===== src/rtl/hex_ascii_tx_sequencer_pkg.sv =====
// Shared types and constants for the hex-to-ASCII character sequencer.
package hex_ascii_tx_sequencer_pkg;

    typedef enum logic [1:0] {
        StIdle,
        StHex,
        StCr,
        StLf
    } state_e;

    localparam logic [7:0] ASCII_CR = 8'h0D;
    localparam logic [7:0] ASCII_LF = 8'h0A;

endpackage


===== src/rtl/hex_ascii_tx_sequencer_hex_to_ascii.sv =====
// Nibble to upper-case ASCII hex digit converter (purely combinational).
module hex_to_ascii (
    input  logic [3:0] nibble,
    output logic [7:0] ascii
);

    always_comb begin
        ascii = 8'h00;
        if (nibble < 4'd10) begin
            ascii = 8'h30 + {4'h0, nibble};
        end else begin
            ascii = 8'h37 + {4'h0, nibble};
        end
    end

endmodule


===== src/rtl/hex_ascii_tx_sequencer.sv =====
// Serialises a raw word as an ASCII hex string, MS nibble first, with optional CR/LF.
module hex_ascii_tx_sequencer
    import hex_ascii_tx_sequencer_pkg::*;
#(
    parameter int unsigned NUM_BYTES   = 2,
    parameter bit          APPEND_CRLF = 1'b1
) (
    input  logic                   clk,
    input  logic                   rst,
    input  logic                   in_valid,
    output logic                   in_ready,
    input  logic [NUM_BYTES*8-1:0] in_data,
    output logic                   char_valid,
    input  logic                   char_ready,
    output logic [7:0]             char_data,
    output logic                   busy
);

    localparam int unsigned NumNibs = NUM_BYTES * 2;
    localparam int unsigned IdxW    = (NumNibs > 1) ? $clog2(NumNibs) : 1;

    state_e                 state_q, state_d;
    logic [NUM_BYTES*8-1:0] word_q, word_d;
    logic [IdxW-1:0]        nib_idx_q, nib_idx_d;
    logic [3:0]             nibble;
    logic [7:0]             hex_char;

    // Digit selection is from registers only, so no path from char_ready reaches the outputs.
    assign nibble = word_q[{nib_idx_q, 2'b00} +: 4];

    hex_to_ascii u_hex_to_ascii (
        .nibble (nibble),
        .ascii  (hex_char)
    );

    always_comb begin
        state_d    = state_q;
        word_d     = word_q;
        nib_idx_d  = nib_idx_q;
        in_ready   = 1'b0;
        char_valid = 1'b0;
        char_data  = 8'h00;
        busy       = (state_q != StIdle);

        case (state_q)
            StIdle: begin
                in_ready = 1'b1;
                if (in_valid) begin
                    word_d    = in_data;
                    nib_idx_d = IdxW'(NumNibs - 1);
                    state_d   = StHex;
                end
            end
            StHex: begin
                char_valid = 1'b1;
                char_data  = hex_char;
                if (char_ready) begin
                    if (nib_idx_q == '0) begin
                        state_d = APPEND_CRLF ? StCr : StIdle;
                    end else begin
                        nib_idx_d = nib_idx_q - IdxW'(1);
                    end
                end
            end
            StCr: begin
                char_valid = 1'b1;
                char_data  = ASCII_CR;
                if (char_ready) begin
                    state_d = StLf;
                end
            end
            StLf: begin
                char_valid = 1'b1;
                char_data  = ASCII_LF;
                if (char_ready) begin
                    state_d = StIdle;
                end
            end
            default: begin
                state_d = StIdle;
            end
        endcase
    end

    always_ff @(posedge clk) begin
        if (rst) begin
            state_q   <= StIdle;
            word_q    <= '0;
            nib_idx_q <= '0;
        end else begin
            state_q   <= state_d;
            word_q    <= word_d;
            nib_idx_q <= nib_idx_d;
        end
    end

endmodule

===== config.mk =====
export PLATFORM = sky130hd
export DESIGN_NAME = hex_ascii_tx_sequencer
export DESIGN_NICKNAME = d
export VERILOG_FILES = /design/src/rtl/hex_ascii_tx_sequencer_pkg.sv /design/src/rtl/hex_ascii_tx_sequencer_hex_to_ascii.sv /design/src/rtl/hex_ascii_tx_sequencer.sv
export SDC_FILE = /design/constraint.sdc
export NUM_CORES = 1
export LEC_CHECK = 0
export ABC_CLOCK_PERIOD_IN_PS = 2360
export CAP_MARGIN = 20
export CORE_MARGIN = 2
export CORE_UTILIZATION = 46
export DETAILED_ROUTE_END_ITERATION = 8
export MAX_ROUTING_LAYER = met4
export PLACE_DENSITY = 0.85
export SYNTH_ARGS = -nofsm -noshare
export SYNTH_HDL_FRONTEND = slang
export SYNTH_SLANG_ARGS = --single-unit

===== constraint.sdc =====
create_clock -name clk -period 2.36 [get_ports clk]
set_input_delay 0.236 -clock clk [delete_from_list [all_inputs] [get_ports clk]]
set_output_delay 0.236 -clock clk [all_outputs]
set_load 0.01 [all_outputs]

Word level (Yosys, flattened, before mapping). Cells that the tools add are included. Widths: inputs -> output; s select.

Multiplexer cells: 14. Equal/unequal tests: 9. Add/subtract/negate cells: 3. Reduce and logical (&&, ||, !) cells: 8. Shifts and indexed selects: 1. Order comparisons: 1.

Operators with widths (count): $pmux 8 s3 (1); $mux 2 (8); $shiftx 16x5->4 (1); $add 6x4->7 const A (2); $ne 2x2->1 const B (6); $mux 8 (1); $pmux 2 s4 (1); $reduce_and 5->1 (1); $eq 2x2->1 const B (2); $logic_not 2->1 (2); $lt 4x4->1 const B (1); $pmux 2 s2 (1); $reduce_and 4->1 (1); $reduce_bool 2->1 (2); $reduce_or 3->1 (1); $eq 2x1->1 const B (1); $mux 1 (2); $reduce_and 2->1 (1); $sub 2x1->2 const B (1).

Register bits after elaboration: 20. Output and inout port bits: 11. Input port bits: 20.

Logic depth before layout (Yosys ltp).
Depth after elaboration: 4. Gate-level depth with buffers: 7. Depth with buffers taken out: 6.

Cells and area by module. From an unflattened synthesis, not the netlist that was laid out.

Cell total of the unflattened synthesis: 144. Area total of the unflattened synthesis: 1182.4 um2.

By module, submodules not included: hex_ascii_tx_sequencer (area each 1077.3 um2, cells an instance 128, seq. area each 400.4 um2, instances 1); hex_to_ascii (area each 105.1 um2, cells an instance 16, seq. area each 0.0 um2, instances 1).

Worst setup path before layout. OpenSTA, ideal clock, no wires.

Path kind: register to output. Start point: register nib_idx_q[1]. End point: output port char_data[2]. Required time: 2124 ps. Setup slack: 447 ps. Arrival time: 1677 ps. Stages on the path, launching flop included: 7. Cell sequence: dfxtp_1 -> mux4_2 -> inv_1 -> ha_1 -> and4b_1 -> a21oi_1 -> o21ai_1.

Cells in the longest elaborated chain, start to end: 4.

Ends and longest elaborated chain: start: declaration (RTL line hex_ascii_tx_sequencer.sv:24) `logic [IdxW-1:0] nib_idx_q, nib_idx_d;`; start signal: assignment (RTL line hex_ascii_tx_sequencer.sv:93) `nib_idx_q <= nib_idx_d;`; $shiftx 16x5->4 (*) (RTL line hex_ascii_tx_sequencer.sv:29) `assign nibble = word_q[{nib_idx_q, 2'b00} +: 4];`; $add 6x4->7 (tied with other cells) (RTL line hex_ascii_tx_sequencer_hex_to_ascii.sv:12) `ascii = 8'h37 + {4'h0, nibble};`; $mux 8 (*) (RTL line hex_ascii_tx_sequencer_hex_to_ascii.sv:9) `if (nibble < 4'd10) begin`; $pmux 8 s3 (*) (RTL line hex_ascii_tx_sequencer.sv:45) `case (state_q)`; end: declaration (RTL line hex_ascii_tx_sequencer.sv:15) `output logic [7:0] char_data,`.

Every way passes the cells marked *; elsewhere a longest branch is shown, timed or not.

Worst setup path in the final report.
Start point: register nib_idx_q[1]. End point: output port char_data[0].

Same word-level chain as after synthesis.

==> results.yml <==
sta:
  whs_ps: 463
  finalSetupViolCount: 0
  finalClockSkew_ps: 2.44
  slew_headroom: 0.530
  final-max-slew-violation-count: 0
  fin_ws_ps: 119
  rsz0062_at_grt: "false"
  fin_crit_sh: 0.949
  finalCriticalPeriod_ps: 2240
  fin_tns_setup_ps: 0
  tightest_slew_ps: 703
  max_freq_mhz: 446
  hold_violations: 0
drt:
  via_count: 1016
  ant_nets: 0
  routedWlPerCell_um: 12.5
  dr_wl_met3_um: 118
  viasPerCell: 5.24
  dr.max_layer_used: "met4"
  drtIter0Drc: 18
  wirelength_um: 2420
  met1_length_um: 1050
  dr.pass1.iters: 5
  dr_wl_met2_um: 1220
  remaining_drc_errors: 0
pwr:
  leakage_nw: 0.583
  power.total_mw: 1.58
  pwr-share-comb: 0.558
  power.switching_mw: 0.650
  powerDensity_nw_per_um2: 1100
  ir_worst_vdd_mv: 0.751
  power_frac_seq: 0.317
  clkPwrFrac: 0.125
  internal_power_mw: 0.928
  netSwitchingFraction: 0.412
synth:
  syn_inst: 137
  synthFlopType: "dfxtp_1"
  syn_avg_cell_area_um2: 7.99
  synth_top_area_cell: "dfxtp_1"
  async_flop_share: 0
  synth_compound_area_frac: 0.184
  synth_mux_area_frac: 0.0914
  syn_area_um2: 1090
  yosysTopAreaCellShare: 0.366
  synth_xor_area_frac: 0.00800
  ys_top_cells_by_area: "dfxtp_1, nand2_1, a21oi_1"
  synth_edf_count: 0
  synthAdderAreaFrac: 0.0686
  yosysUniqueCellTypes: 27
  syn_nets: 163
  synth_top_family_by_area: "simple AND/OR/NAND/NOR gates"
  synth_seq_cells: 20
  yosysSeqAreaShare: 0.366
  synth_warnings: 0
  synth-simple-area-share: 0.207
critical_path:
  r2r-end: "word_q[4]$_SDFFE_PP0P_"
  r2r_start: "state_q[0]$_SDFFE_PP0P_"
  cp.required_ps: 2120
  critPathKind: "register to output pin"
  cp_max_fo: 5
  crit_path_start: "nib_idx_q[1]$_SDFFE_PP0P_"
  setup.worst_path.end: "char_data[0]"
  ff2ff_path_depth: 5
  endpoint_kind: "output pin"
  rrSetupSlack_ps: 730
  worstSetupStartpointType: "register"
  crit_arrival_ps: 2000
global_routing:
  grt_pass1_vias: 999
  antenna_found_initial: 0
  grtUsageTotal: 0.205
  grt_pass1_wl_um: 4150
  grt_max_degree: 21
  grt.overflow.total: 0
cts:
  numCtsBuffers: 3
  cts-root-buf: "clkbuf_4"
  htree_levels: 1
  cts_tree: "done"
  clk_pin_slew_worst_paths_ps: 110
  cts_sinks: 20
  max-clock-path-buffers: 2
  clock_latency_ps: 300
layout:
  areaGrowthSynthToFinish_pct: 31.0
  antenna_cells: 0
  drive_gt1_frac: 0.120
  final_nets: 193
  utilization: 0.642
  nFillCells: 204
die:
  die_h_um: 52.8
  rows: 17
  core_region_area_um2: 2230
  die_w_um: 52.8
  top_level_ports: 31
  start_util: 0.490
  die_area_um2: 2790
place:
  globalplace.congestion: 0.850
  preCtsSetupSlack_ps: 29.4
  place_hpwl_um: 1860
  portBuffers: 29
run_status:
  status: "completed"
hold_path:
  hp-class: "register to register"
flow_run:
  cap_viol_max_count: 0
## state kept, by name (all words and copies together) (netlist names)
name       flops
state_q        2
nib_idx_q      2
word_q        16
## cells by family after synthesis
group                      count (synthesis)
and+or+nand+nor                           53
AOI/OAI and AO/OA                         34
DFF                                       20
buffers and inverters                     17
adders and majority gates                  6
muxes                                      5
other                                      1
xor gates and xnor gates                   1
## final cells by class
cell class              count  area, um2  area share
multi-input cells         100        623       0.435
flip-flops and latches     20        405       0.283
repair buffers             33        300       0.209
clock buffers               4       36.3      0.0253
well taps                  28       35.0      0.0244
inverters                   9       33.8      0.0236
## placed cells by master, fill, tap and decap left out, types with 4 or more instances in the layout
| cell | n |
|---|---|
| buf_4 | 4 |
| ha_1 | 5 |
| dlygate4sd2_1 | 4 |
| dfxtp_1 | 18 |
| clkdlybuf4s50_1 | 22 |
| inv_1 | 9 |
| o21ai_1 | 4 |
| a21oi_1 | 19 |
| nor2_1 | 5 |
| nand2_1 | 38 |
| mux4_2 | 4 |
## worst max-delay path, stage by stage, from the launching register on
cell and delay, ps:
dfxtp_4 380, mux4_2 500, buf_4 170, o21ai_2 170
xnor2_1 150, o21ai_1 70, dlygate4sd2_1 280
## metal layers
metal | track usage | up-vias
met5 | - | -
met4 | 0.0855 | 0
met3 | 0.0171 | 4
met2 | 0.373 | 30
met1 | 0.229 | 460
li1 | - | 522
## power by group through the flow
stage | clock (mW) | combinational (mW) | sequential [mW]
6_report | 0.197 | 0.880 | 0.500
3_3_place_gp | 0 | 0.841 | 0.496
3_5_place_dp | 0 | 0.881 | 0.503
5_1_grt | 0.215 | 0.981 | 0.514
2_1_floorplan | 0 | 0.611 | 0.478
4_1_cts | 0.203 | 0.867 | 0.498
## what timing repair did
action                                 4_1_cts  5_1_grt
setup buffers                                0        1
gates resized for setup                     10        8
hold buffers                                 0        0
pin swaps                                    0        0
endpoints found under the hold margin        0        0
setup endpoints to repair                    7        4
## worst min-delay path by stage
| stage | from | to | slack (ps) | depth (start not counted) |
|---|---|---|---|---|
| floorplan | in_data[0] | word_q[0]$_SDFFE_PP0P_ | 370 | 2 |
| global placement | word_q[7]$_SDFFE_PP0P_ | word_q[7]$_SDFFE_PP0P_ | 440 | 2 |
| detailed placement | word_q[14]$_SDFFE_PP0P_ | word_q[14]$_SDFFE_PP0P_ | 450 | 2 |
| CTS | in_data[3] | word_q[3]$_SDFFE_PP0P_ | 460 | 3 |
| global route | in_data[14] | word_q[14]$_SDFFE_PP0P_ | 470 | 3 |
| finish | word_q[14]$_SDFFE_PP0P_ | word_q[14]$_SDFFE_PP0P_ | 460 | 2 |
## synthesized netlist by cell type, drive strengths merged, types with 2 or more instances
master   n
a21o     2
clkbuf   5
o21ai    5
mux4     4
nor2     5
and2     2
nand2b   2
buf      3
a211oi   3
nand2   38
inv      9
nor2b    3
a311oi   2
a21oi   19
ha       6
dfxtp   20
## stage by stage
step / instances / cell area (um2)
after floorplan: 137 / 1090
after global placement: 189 / 1400
after detailed placement: 189 / 1400
after CTS: 193 / 1430
after global routing: 194 / 1430
final: 194 / 1430
Power figures use the tool's default switching activity.
